File: config.mk
export PLATFORM = sky130hd
export DESIGN_NAME = axis_mem_port_scheduler
export DESIGN_NICKNAME = d
export VERILOG_FILES = /design/src/rtl/axis_mem_pkg.sv /design/src/rtl/axis_rsp_fifo.sv /design/src/rtl/axis_mem_port_scheduler.sv
export SDC_FILE = /design/constraint.sdc
export NUM_CORES = 1
export LEC_CHECK = 0
export CAP_MARGIN = 20
export CORE_MARGIN = 5
export CORE_UTILIZATION = 45
export CTS_CLUSTER_SIZE = 28
export DETAILED_ROUTE_END_ITERATION = 8
export GPL_TIMING_DRIVEN = 0
export PLACE_DENSITY_LB_ADDON = 0.08
export RECOVER_POWER = 50
export SETUP_SLACK_MARGIN = 0.02
export SLEW_MARGIN = 10
export SYNTH_ARGS = -nofsm -noshare
export SYNTH_HDL_FRONTEND = slang
export SYNTH_SLANG_ARGS = --single-unit
File: constraint.sdc
create_clock -name clk -period 9.27 [get_ports clk]
set_clock_uncertainty 0.2 [all_clocks]
set_input_delay 1.3905 -clock clk [delete_from_list [all_inputs] [get_ports clk]]
set_output_delay 1.3905 -clock clk [all_outputs]
set_load 0.02 [all_outputs]
File: src/rtl/axis_mem_pkg.sv
// axis_mem_pkg: shared grant type and response-buffer sizing for the memory port scheduler.
package axis_mem_pkg;
    typedef enum logic [1:0] {GNT_NONE, GNT_RD, GNT_WR} grant_e;

    // One slot per read travelling through the RAM pipeline plus the one held at the payload port
    function automatic int rsp_depth(int rd_latency);
        return rd_latency + 1;
    endfunction
endpackage

File: src/rtl/axis_rsp_fifo.sv
// axis_rsp_fifo: small synchronous FIFO for read responses; accepts a push into a full FIFO when it pops in the same cycle.
module axis_rsp_fifo #(
    parameter int DEPTH = 2,
    parameter int WIDTH = 64,
    localparam int CW = $clog2(DEPTH + 1)
) (
    input  logic             clk,
    input  logic             rst_n,
    input  logic             push,
    input  logic [WIDTH-1:0] din,
    input  logic             pop,
    output logic [WIDTH-1:0] dout,
    output logic [CW-1:0]    count,
    output logic             full,
    output logic             empty
);
    localparam int PW = DEPTH > 1 ? $clog2(DEPTH) : 1;

    logic [WIDTH-1:0] mem [DEPTH];
    logic [PW-1:0]    wr_ptr, rd_ptr;
    logic             do_push, do_pop;

    function automatic logic [PW-1:0] inc(input logic [PW-1:0] p);
        return (p == PW'(DEPTH - 1)) ? '0 : p + 1'b1;
    endfunction

    assign empty   = count == '0;
    assign full    = count == CW'(DEPTH);
    assign do_pop  = pop && !empty;
    assign do_push = push && (!full || do_pop);
    assign dout    = empty ? '0 : mem[rd_ptr];

    always_ff @(posedge clk) begin
        if (do_push)
            mem[wr_ptr] <= din;
    end

    always_ff @(posedge clk or negedge rst_n) begin
        if (!rst_n) begin
            wr_ptr <= '0;
            rd_ptr <= '0;
            count  <= '0;
        end else begin
            if (do_push)
                wr_ptr <= inc(wr_ptr);
            if (do_pop)
                rd_ptr <= inc(rd_ptr);
            count <= count + CW'(do_push) - CW'(do_pop);
        end
    end
endmodule

File: src/rtl/axis_mem_port_scheduler.sv
// axis_mem_port_scheduler: shares one single-port RAM between a read-request stream and a write stream,
// returning read data in order on a credit-protected payload stream with bounded write bursts.
module axis_mem_port_scheduler
    import axis_mem_pkg::*;
#(
    parameter int ADDR_WIDTH   = 2,
    parameter int DATA_WIDTH   = 64,
    parameter int RD_LATENCY   = 1,
    parameter int WR_BURST_MAX = 4
) (
    input  logic                             clk,
    input  logic                             rst_n,
    input  logic [ADDR_WIDTH-1:0]            s_axis_rd_tdata,
    input  logic                             s_axis_rd_tvalid,
    output logic                             s_axis_rd_tready,
    input  logic                             s_axis_rd_tlast,
    output logic [DATA_WIDTH-1:0]            m_axis_pl_tdata,
    output logic                             m_axis_pl_tvalid,
    input  logic                             m_axis_pl_tready,
    output logic                             m_axis_pl_tlast,
    input  logic [ADDR_WIDTH+DATA_WIDTH-1:0] s_axis_wr_tdata,
    input  logic                             s_axis_wr_tvalid,
    output logic                             s_axis_wr_tready,
    input  logic                             s_axis_wr_tlast,
    output logic                             mem_en,
    output logic                             mem_we,
    output logic [ADDR_WIDTH-1:0]            mem_addr,
    output logic [DATA_WIDTH-1:0]            mem_wdata,
    input  logic [DATA_WIDTH-1:0]            mem_rdata,
    output logic                             busy
);
    localparam int RSP_DEPTH = rsp_depth(RD_LATENCY);
    localparam int CW        = $clog2(RSP_DEPTH + 1);

    grant_e                gnt;
    logic [3:0]            wr_streak;
    logic [RD_LATENCY-1:0] rd_sr;
    logic [CW-1:0]         fifo_count;
    logic                  fifo_empty, fifo_full, rd_elig, at_burst_max;
    logic                  unused_ok;

    assign unused_ok = s_axis_rd_tlast ^ s_axis_wr_tlast ^ fifo_full;

    // Every read already issued but not yet popped holds a response slot
    assign rd_elig      = s_axis_rd_tvalid && ($countones(rd_sr) + int'(fifo_count) < RSP_DEPTH);
    assign at_burst_max = wr_streak == 4'(WR_BURST_MAX);
    assign gnt          = !rst_n ? GNT_NONE :
                          (s_axis_wr_tvalid && !(at_burst_max && rd_elig)) ? GNT_WR :
                          rd_elig ? GNT_RD : GNT_NONE;

    assign s_axis_wr_tready = gnt == GNT_WR;
    assign s_axis_rd_tready = gnt == GNT_RD;
    assign mem_en           = gnt != GNT_NONE;
    assign mem_we           = gnt == GNT_WR;
    assign mem_addr         = gnt == GNT_WR ? s_axis_wr_tdata[DATA_WIDTH +: ADDR_WIDTH] :
                              gnt == GNT_RD ? s_axis_rd_tdata : '0;
    assign mem_wdata        = gnt == GNT_WR ? s_axis_wr_tdata[DATA_WIDTH-1:0] : '0;

    assign m_axis_pl_tvalid = !fifo_empty;
    assign m_axis_pl_tlast  = 1'b1;
    assign busy             = |rd_sr || !fifo_empty;

    always_ff @(posedge clk or negedge rst_n) begin
        if (!rst_n) begin
            wr_streak <= '0;
            rd_sr     <= '0;
        end else begin
            rd_sr     <= RD_LATENCY'({rd_sr, gnt == GNT_RD});
            wr_streak <= (!rd_elig || gnt == GNT_RD) ? '0 :
                         (gnt == GNT_WR && !at_burst_max) ? wr_streak + 4'd1 : wr_streak;
        end
    end

    axis_rsp_fifo #(.DEPTH(RSP_DEPTH), .WIDTH(DATA_WIDTH)) u_rsp_fifo (
        .clk   (clk),
        .rst_n (rst_n),
        .push  (rd_sr[RD_LATENCY-1]),
        .din   (mem_rdata),
        .pop   (m_axis_pl_tvalid && m_axis_pl_tready),
        .dout  (m_axis_pl_tdata),
        .count (fifo_count),
        .full  (fifo_full),
        .empty (fifo_empty)
    );
endmodule

==> flow_metrics.py, run 1 <==
metrics = {
    "power": {
        "seqPwrFrac_pct": 31.5,
        "p_sw_mw": 0.775,
        "combPwrFrac_pct": 41.1,
        "ir_drop_mv": 0.175,
        "p_int_mw": 1.57,
        "p_sw_share_pct": 33.1,
        "power.share.clock_pct": 27.4,
        "p_leak_nw": 3.61,
        "total_power_mw": 2.34,
        "power_density_nw_per_um2": 245,
    },
    "layout": {
        "area_delta_synth_final_pct": 58.8,
        "num-nets-final": 845,
        "layout-drive-gt1-share_pct": 12.9,
        "final_core_util_pct": 72.6,
        "fillers": 923,
    },
    "hold_path": {
        "hp-start": "u_rsp_fifo.wr_ptr",
        "min_delay_path_depth": 1,
        "hold_class": "flip-flop to flip-flop",
        "holdPathEnd": "u_rsp_fifo.wr_ptr",
    },
    "setup_path": {
        "r2r_end": "u_rsp_fifo.mem[0][60]",
        "r2r-start": "u_rsp_fifo.count[1]",
        "r2r_cells": 4,
        "cpMaxStageDelayCell": "dlygate4sd3_1",
        "cpPeakStageDelay_ns": 0.91,
        "r2r_slack_ns": 5.92,
        "cp_cell_sequence": "dlygate4sd3_1 -> nand2_1 -> a31oi_4 -> buf_8 -> buf_12 -> and2_4 -> clkdlybuf4s50_1",
        "critPathKind": "input pin to primary output",
        "crit_arrival_ns": 3.79,
        "crit_fanout": 15,
        "end_kind": "primary output",
        "start_kind": "input pin",
        "cp.required_ns": 7.68,
    },
    "floorplan": {
        "ios": 276,
        "core_area_sq_um": 13200,
        "die_h_microns": 126,
        "start_util_pct": 45.7,
        "die_w_microns": 126,
        "rows": 42,
        "die_area_sq_um": 15800,
    },
    "synth": {
        "synthTopCellsByArea": "edfxtp_1 64%, mux2i_1 11%, and2_4 5.8%",
        "synth_cells": 409,
        "synth_top_area_share_pct": 63.8,
        "yosysTopAreaCell": "edfxtp_1",
        "synthTopCellsByCount": "128 x edfxtp_1, 66 x nor2_1, 64 x mux2i_1, 40 x and2_4, 27 x and2_1",
        "synth_most_common_cell": "edfxtp_1",
        "avgSynthCellArea_sq_um": 14.7,
        "synth_edf_count": 128,
        "netlist-cell-type-count": 35,
        "yosysWarnings": 0,
        "ys_seq_area_share_pct": 67.5,
        "synth_ff_type": "edfxtp_1",
        "ys_ff_latch": 137,
        "synthArstFlopShare_pct": 6.57,
        "synth_nets": 552,
        "synthesis.area_sq_um": 6030,
    },
    "routing": {
        "first_iter_violations": 126,
        "ant_nets": 0,
        "drt-total-wl_microns": 15800,
        "vias": 4168,
        "drcViolationCount": 0,
        "viasPerCell": 4.66,
        "wl_per_cell_microns": 17.7,
        "drtPass1Iterations": 4,
    },
    "timing": {
        "relSlewSlack_pct": -4.64,
        "tns_ns": 0,
        "finalCritPeriodShare_pct": 58.1,
        "final.min_clock_period_ns": 5.38,
        "setup_viol": 0,
        "slew_violations": 29,
        "tightest_slew_ns": 1.57,
        "hold_viol": 0,
        "rsz0062_at_grt": "no",
        "finalHoldWorstSlack_ns": 0.323,
        "max_freq_mhz": 186,
    },
    "grt": {
        "grt_pass1_vias": 4389,
        "grt_pass1_wl_microns": 24200,
        "track_usage_pct": 19.7,
        "grt_overflow": 0,
        "grt_antenna_before_repair": 5,
        "grt_max_degree": 37,
    },
    "clocking": {
        "clk_latency_ns": 0.39,
        "root_buffer": "clkbuf_16",
        "h-tree-depth": 4,
        "cts.sinks": 137,
        "path_clk_slew_ns": 0.06,
        "postCtsSetupBuffers": 0,
        "cts_resized": 0,
        "cts_buffer_depth": 2,
        "cts_hold_buf": 0,
        "tritoncts": "built",
        "cts_made_buffers": 17,
    },
    "outcome": {
        "outcome": "finished, violations left",
        "violations": "max-capacitance violations, max-slew violations",
    },
    "placement": {
        "dpl.hpwl_microns": 12400,
        "portBuffers": 271,
        "finalWeightedCongestion": 0.905,
    },
    "job": {
        "drv_cap": 1,
    },
}
-- kinds of logic (layout without fill, tap and decap cells) --
logic type                 Yosys count  in the layout  share of synthesized area [%]
muxes                               64             64                           10.6
xor gates and xnor gates             4              4                          0.581
AOI/OAI and AO/OA                   16             16                           2.16
adders and majority gates            4              4                          0.830
DFF                                137            137                           67.5
and+or+nand+nor                    150            150                           14.5
other                                1              5                         0.0622
buffers and inverters               33            339                           3.78
-- through the flow --
step | instance area (sq um) | worst slack [ns] | cells
3_5_place_dp | 9030 | 3.93 | 859
2_1_floorplan | 6030 | 4.44 | 409
5_1_grt | 9570 | 3.69 | 895
3_3_place_gp | 8960 | 2.43 | 856
6_report | 9570 | 3.89 | 895
4_1_cts | 9610 | 3.93 | 891
-- flip-flops by register name (all words and copies together) (netlist names) --
name / count
u_rsp_fifo.rd_ptr: 1
rd_sr: 1
u_rsp_fifo.mem: 128
wr_streak: 4
u_rsp_fifo.wr_ptr: 1
u_rsp_fifo.count: 2
-- worst max-delay path, delay by kind of cell --
kind	cells	cell delay [ns]
and+or+nand+nor	2	0.34
buffers and inverters	4	1.83
AOI/OAI and AO/OA	1	0.21
-- metal layers --
layer,up-vias,share of wire [%],track usage [%]
met4,2,0.93,5.55
met1,1947,38,20.9
met3,8,6.5,6.05
li1,2049,-,-
met2,162,55,37.6
met5,-,0.082,0
-- how the worst max path moves through the flow --
stage	slack [ns]	start	to
final	3.89	rst_n	mem_wdata[42]
after global routing	3.69	rst_n	mem_wdata[15]
after CTS	3.93	rst_n	mem_wdata[14]
after detailed placement	3.93	rst_n	mem_wdata[14]
after global placement	2.43	m_axis_pl_tready	u_rsp_fifo.mem[0][1]
after floorplan	4.44	m_axis_pl_tready	u_rsp_fifo.mem[0][0]
-- area by class of cell --
type                            count  area (sq um)  share of cell area [%]
Sequential cell                   137          4070                    42.5
Timing Repair Buffer              274          2740                    28.6
Multi-Input combinational cell    239          1730                    18.1
Clock buffer                       19           433                    4.52
Tap cell                          176           220                    2.30
Buffer                             24           194                    2.03
Clock inverter                     13           144                    1.50
Inverter                            9          33.8                   0.353
Antenna cell                        4          10.0                   0.105
-- layout by cell type (no fill, tap or decap), types with 2 or more instances in the layout --
cell type,instances
edfxtp_1,128
nand2_1,6
o311ai_0,2
buf_1,6
clkinv_4,2
clkdlybuf4s50_1,205
dfrtp_1,9
nand4_1,2
buf_4,2
clkbuf_16,17
inv_1,9
o2111ai_1,2
nand4b_1,2
clkinvlp_4,3
a21oi_1,6
inv_6,4
bufinv_16,2
mux2i_1,64
dlygate4sd3_1,66
buf_2,10
buf_12,5
and2_1,25
ha_1,4
a31oi_1,2
and2_4,41
xnor2_1,3
clkbuf_1,4
diode_2,4
nor2_1,66
-- power groups by stage --
| stage | sequential [mW] | combinational, mW | clock (mW) |
|---|---|---|---|
| finish | 0.738 | 0.962 | 0.642 |
| global route | 0.742 | 1.03 | 0.689 |
| detailed placement | 0.751 | 0.983 | 0 |
| floorplan | 0.748 | 0.524 | 0 |
| global placement | 0.753 | 0.973 | 0 |
| CTS | 0.740 | 0.989 | 0.654 |
Note: power is estimated with default switching activity, not from simulation.
==> inputs of run 2 (changes only) <==
--- a/config.mk
+++ b/config.mk
@@ -7,7 +7,7 @@
 export LEC_CHECK = 0
 export CAP_MARGIN = 20
 export CORE_MARGIN = 5
-export CORE_UTILIZATION = 45
+export CORE_UTILIZATION = 42
 export CTS_CLUSTER_SIZE = 28
 export DETAILED_ROUTE_END_ITERATION = 8
 export GPL_TIMING_DRIVEN = 0
==> constraint.sdc (replaced) <==
create_clock -name clk -period 5.3 [get_ports clk]
set_clock_uncertainty 0.2 [all_clocks]
set_input_delay 0.795 -clock clk [delete_from_list [all_inputs] [get_ports clk]]
set_output_delay 0.795 -clock clk [all_outputs]
set_load 0.02 [all_outputs]
==> run 2 against run 1 <==
Against the previous run: the flow still finishes with violations (max-capacitance violations, max-slew violations); total power up 75%; largest cell class unchanged; first-iteration DRC count down 7.1%; global-route usage down 1.4 points; count of clock-buffer cells in the layout unchanged; non-clock buffer count unchanged; core utilization down 4.1 points; clock power up 76%; sequential power up 75%; final cell count up 0.56%; largest power group unchanged; die area up 6.6%; final area about the same; highest routed layer unchanged.
==> flow_metrics.py, run 2 (synthesis results as in run 1) <==
metrics = {
    "setup_path": {
        "start_kind": "input pin",
        "cp.required_ns": 4.30,
        "crit_fanout": 15,
        "r2r_cells": 4,
        "critPathLaunch": "rst_n",
        "crit_arrival_ns": 3.22,
        "r2r_slack_ns": 2.04,
        "r2r-start": "u_rsp_fifo.count[1]",
        "r2r_end": "u_rsp_fifo.mem[0][62]",
        "end_kind": "primary output",
        "critPathKind": "input pin to primary output",
    },
    "floorplan": {
        "core_area_sq_um": 14000,
        "rows": 43,
        "die_w_microns": 130,
        "die_area_sq_um": 16800,
        "die_h_microns": 130,
        "ios": 276,
        "start_util_pct": 43.1,
    },
    "timing": {
        "relSlewSlack_pct": -8.99,
        "tightest_slew_ns": 1.63,
        "fin_ws_ns": 1.08,
        "finalHoldWorstSlack_ns": 0.315,
        "finalCritPeriodShare_pct": 79.5,
        "slew_violations": 57,
        "rsz0062_at_grt": "no",
        "setup_viol": 0,
        "final.min_clock_period_ns": 4.22,
        "max_freq_mhz": 237,
        "hold_viol": 0,
    },
    "placement": {
        "dpl.hpwl_microns": 12300,
        "post-place-ws_ns": 1.10,
        "finalWeightedCongestion": 0.971,
        "portBuffers": 271,
    },
    "job": {
        "drv_cap": 2,
    },
    "clocking": {
        "root_buffer": "clkbuf_16",
        "cts_made_buffers": 17,
        "tritoncts": "built",
        "path_clk_slew_ns": 0.06,
        "cts_buffer_depth": 2,
        "cts_hold_buf": 0,
        "clk_latency_ns": 0.40,
        "h-tree-depth": 4,
        "cts_resized": 0,
        "cts.sinks": 137,
        "postCtsSetupBuffers": 0,
    },
    "layout": {
        "layout-drive-gt1-share_pct": 13.0,
        "final_core_util_pct": 68.5,
        "area_delta_synth_final_pct": 58.9,
        "reg.largest.list": "u_rsp_fifo.mem: 128 flops, wr_streak: 4 flops, u_rsp_fifo.count: 2 flops",
        "num-nets-final": 845,
        "layout_common_cells": "205 x clkdlybuf4s50_1, 128 x edfxtp_1, 66 x nor2_1, 66 x dlygate4sd3_1, 64 x mux2i_1",
        "top_register": "u_rsp_fifo.mem",
        "final_common_cell": "clkdlybuf4s50_1",
        "largest_reg_flops": 128,
    },
    "power": {
        "power_density_nw_per_um2": 429,
        "ir_drop_mv": 0.320,
        "p_leak_nw": 3.61,
    },
    "hold_path": {
        "hp-start": "u_rsp_fifo.wr_ptr",
        "min_delay_path_depth": 1,
        "hold_class": "flip-flop to flip-flop",
        "holdPathEnd": "u_rsp_fifo.wr_ptr",
    },
    "outcome": {
        "violations": "max-capacitance violations, max-slew violations",
        "outcome": "finished, violations left",
    },
    "routing": {
        "first_iter_violations": 117,
        "vias": 4258,
        "drcViolationCount": 0,
        "viasPerCell": 4.73,
        "drtPass1Iterations": 4,
        "drt-total-wl_microns": 16100,
        "wl_per_cell_microns": 17.9,
        "ant_nets": 0,
    },
    "grt": {
        "grt_max_degree": 37,
        "grt_pass1_vias": 4416,
        "grt_antenna_before_repair": 6,
        "grt_overflow": 0,
        "track_usage_pct": 18.3,
        "grt_pass1_wl_microns": 23200,
    },
}
==> run 2: changes by cell type in the layout (fill, tap and decap cells not counted), sizes merged <==
cell	before	now
clkinv	4	5
diode	4	5
inv	13	12
==> run 2: worst max-delay path by stage <==
stage	to	slack, ns
finish	mem_wdata[17]	1.08
global route	mem_wdata[16]	0.87
CTS	mem_wdata[16]	1.10
detailed placement	mem_wdata[16]	1.10
global placement	u_rsp_fifo.mem[0][7]	-0.99
floorplan	u_rsp_fifo.mem[0][0]	1.06
==> run 2: per-layer routing <==
layer | wire length [microns] | GRT usage [%] | up-vias | part of all wire, %
met2 | 8620 | 33.4 | 176 | 54
met4 | 295 | 7.46 | 2 | 1.8
met1 | 5760 | 18.4 | 2015 | 36
met3 | 1400 | 7.45 | 18 | 8.7
met5 | 7 | 0 | - | 0.044
li1 | - | - | 2047 | -
==> run 2: power by group <==
part / switching [mW] / internal [mW] / leakage, nW / total, mW
clock: 0.435 / 0.697 / 0.274 / 1.13
sequential: 0.0298 / 1.26 / 1.27 / 1.29
combinational: 0.901 / 0.785 / 2.06 / 1.69
==> run 2: worst max-delay path, cell delays in order <==
cell             delay (ns)
dlygate4sd3_1          0.93
nand2_1                0.21
a31oi_4                0.20
buf_8                  0.18
buf_6                  0.14
and2_1                 0.12
clkdlybuf4s50_1        0.63
==> run 2: per-stage QoR <==
stage	TNS, ns	power [mW]	cell area [sq um]	cells
floorplan	0	2.22	6030	409
global placement	-63.36	3.02	8970	860
detailed placement	0	3.04	9040	863
CTS	0	4.18	9610	895
global route	0	4.31	9580	900
finish	0	4.11	9580	900
==> run 2: final cells by class <==
| type | count | area (sq um) |
|---|---|---|
| Fill cell | 1022 | 4410 |
| Sequential cell | 137 | 4070 |
| Timing Repair Buffer | 274 | 2740 |
| Multi-Input combinational cell | 239 | 1730 |
| Clock buffer | 19 | 433 |
| Tap cell | 180 | 225 |
| Buffer | 24 | 194 |
| Clock inverter | 13 | 145 |
| Inverter | 9 | 33.8 |
| Antenna cell | 5 | 12.5 |
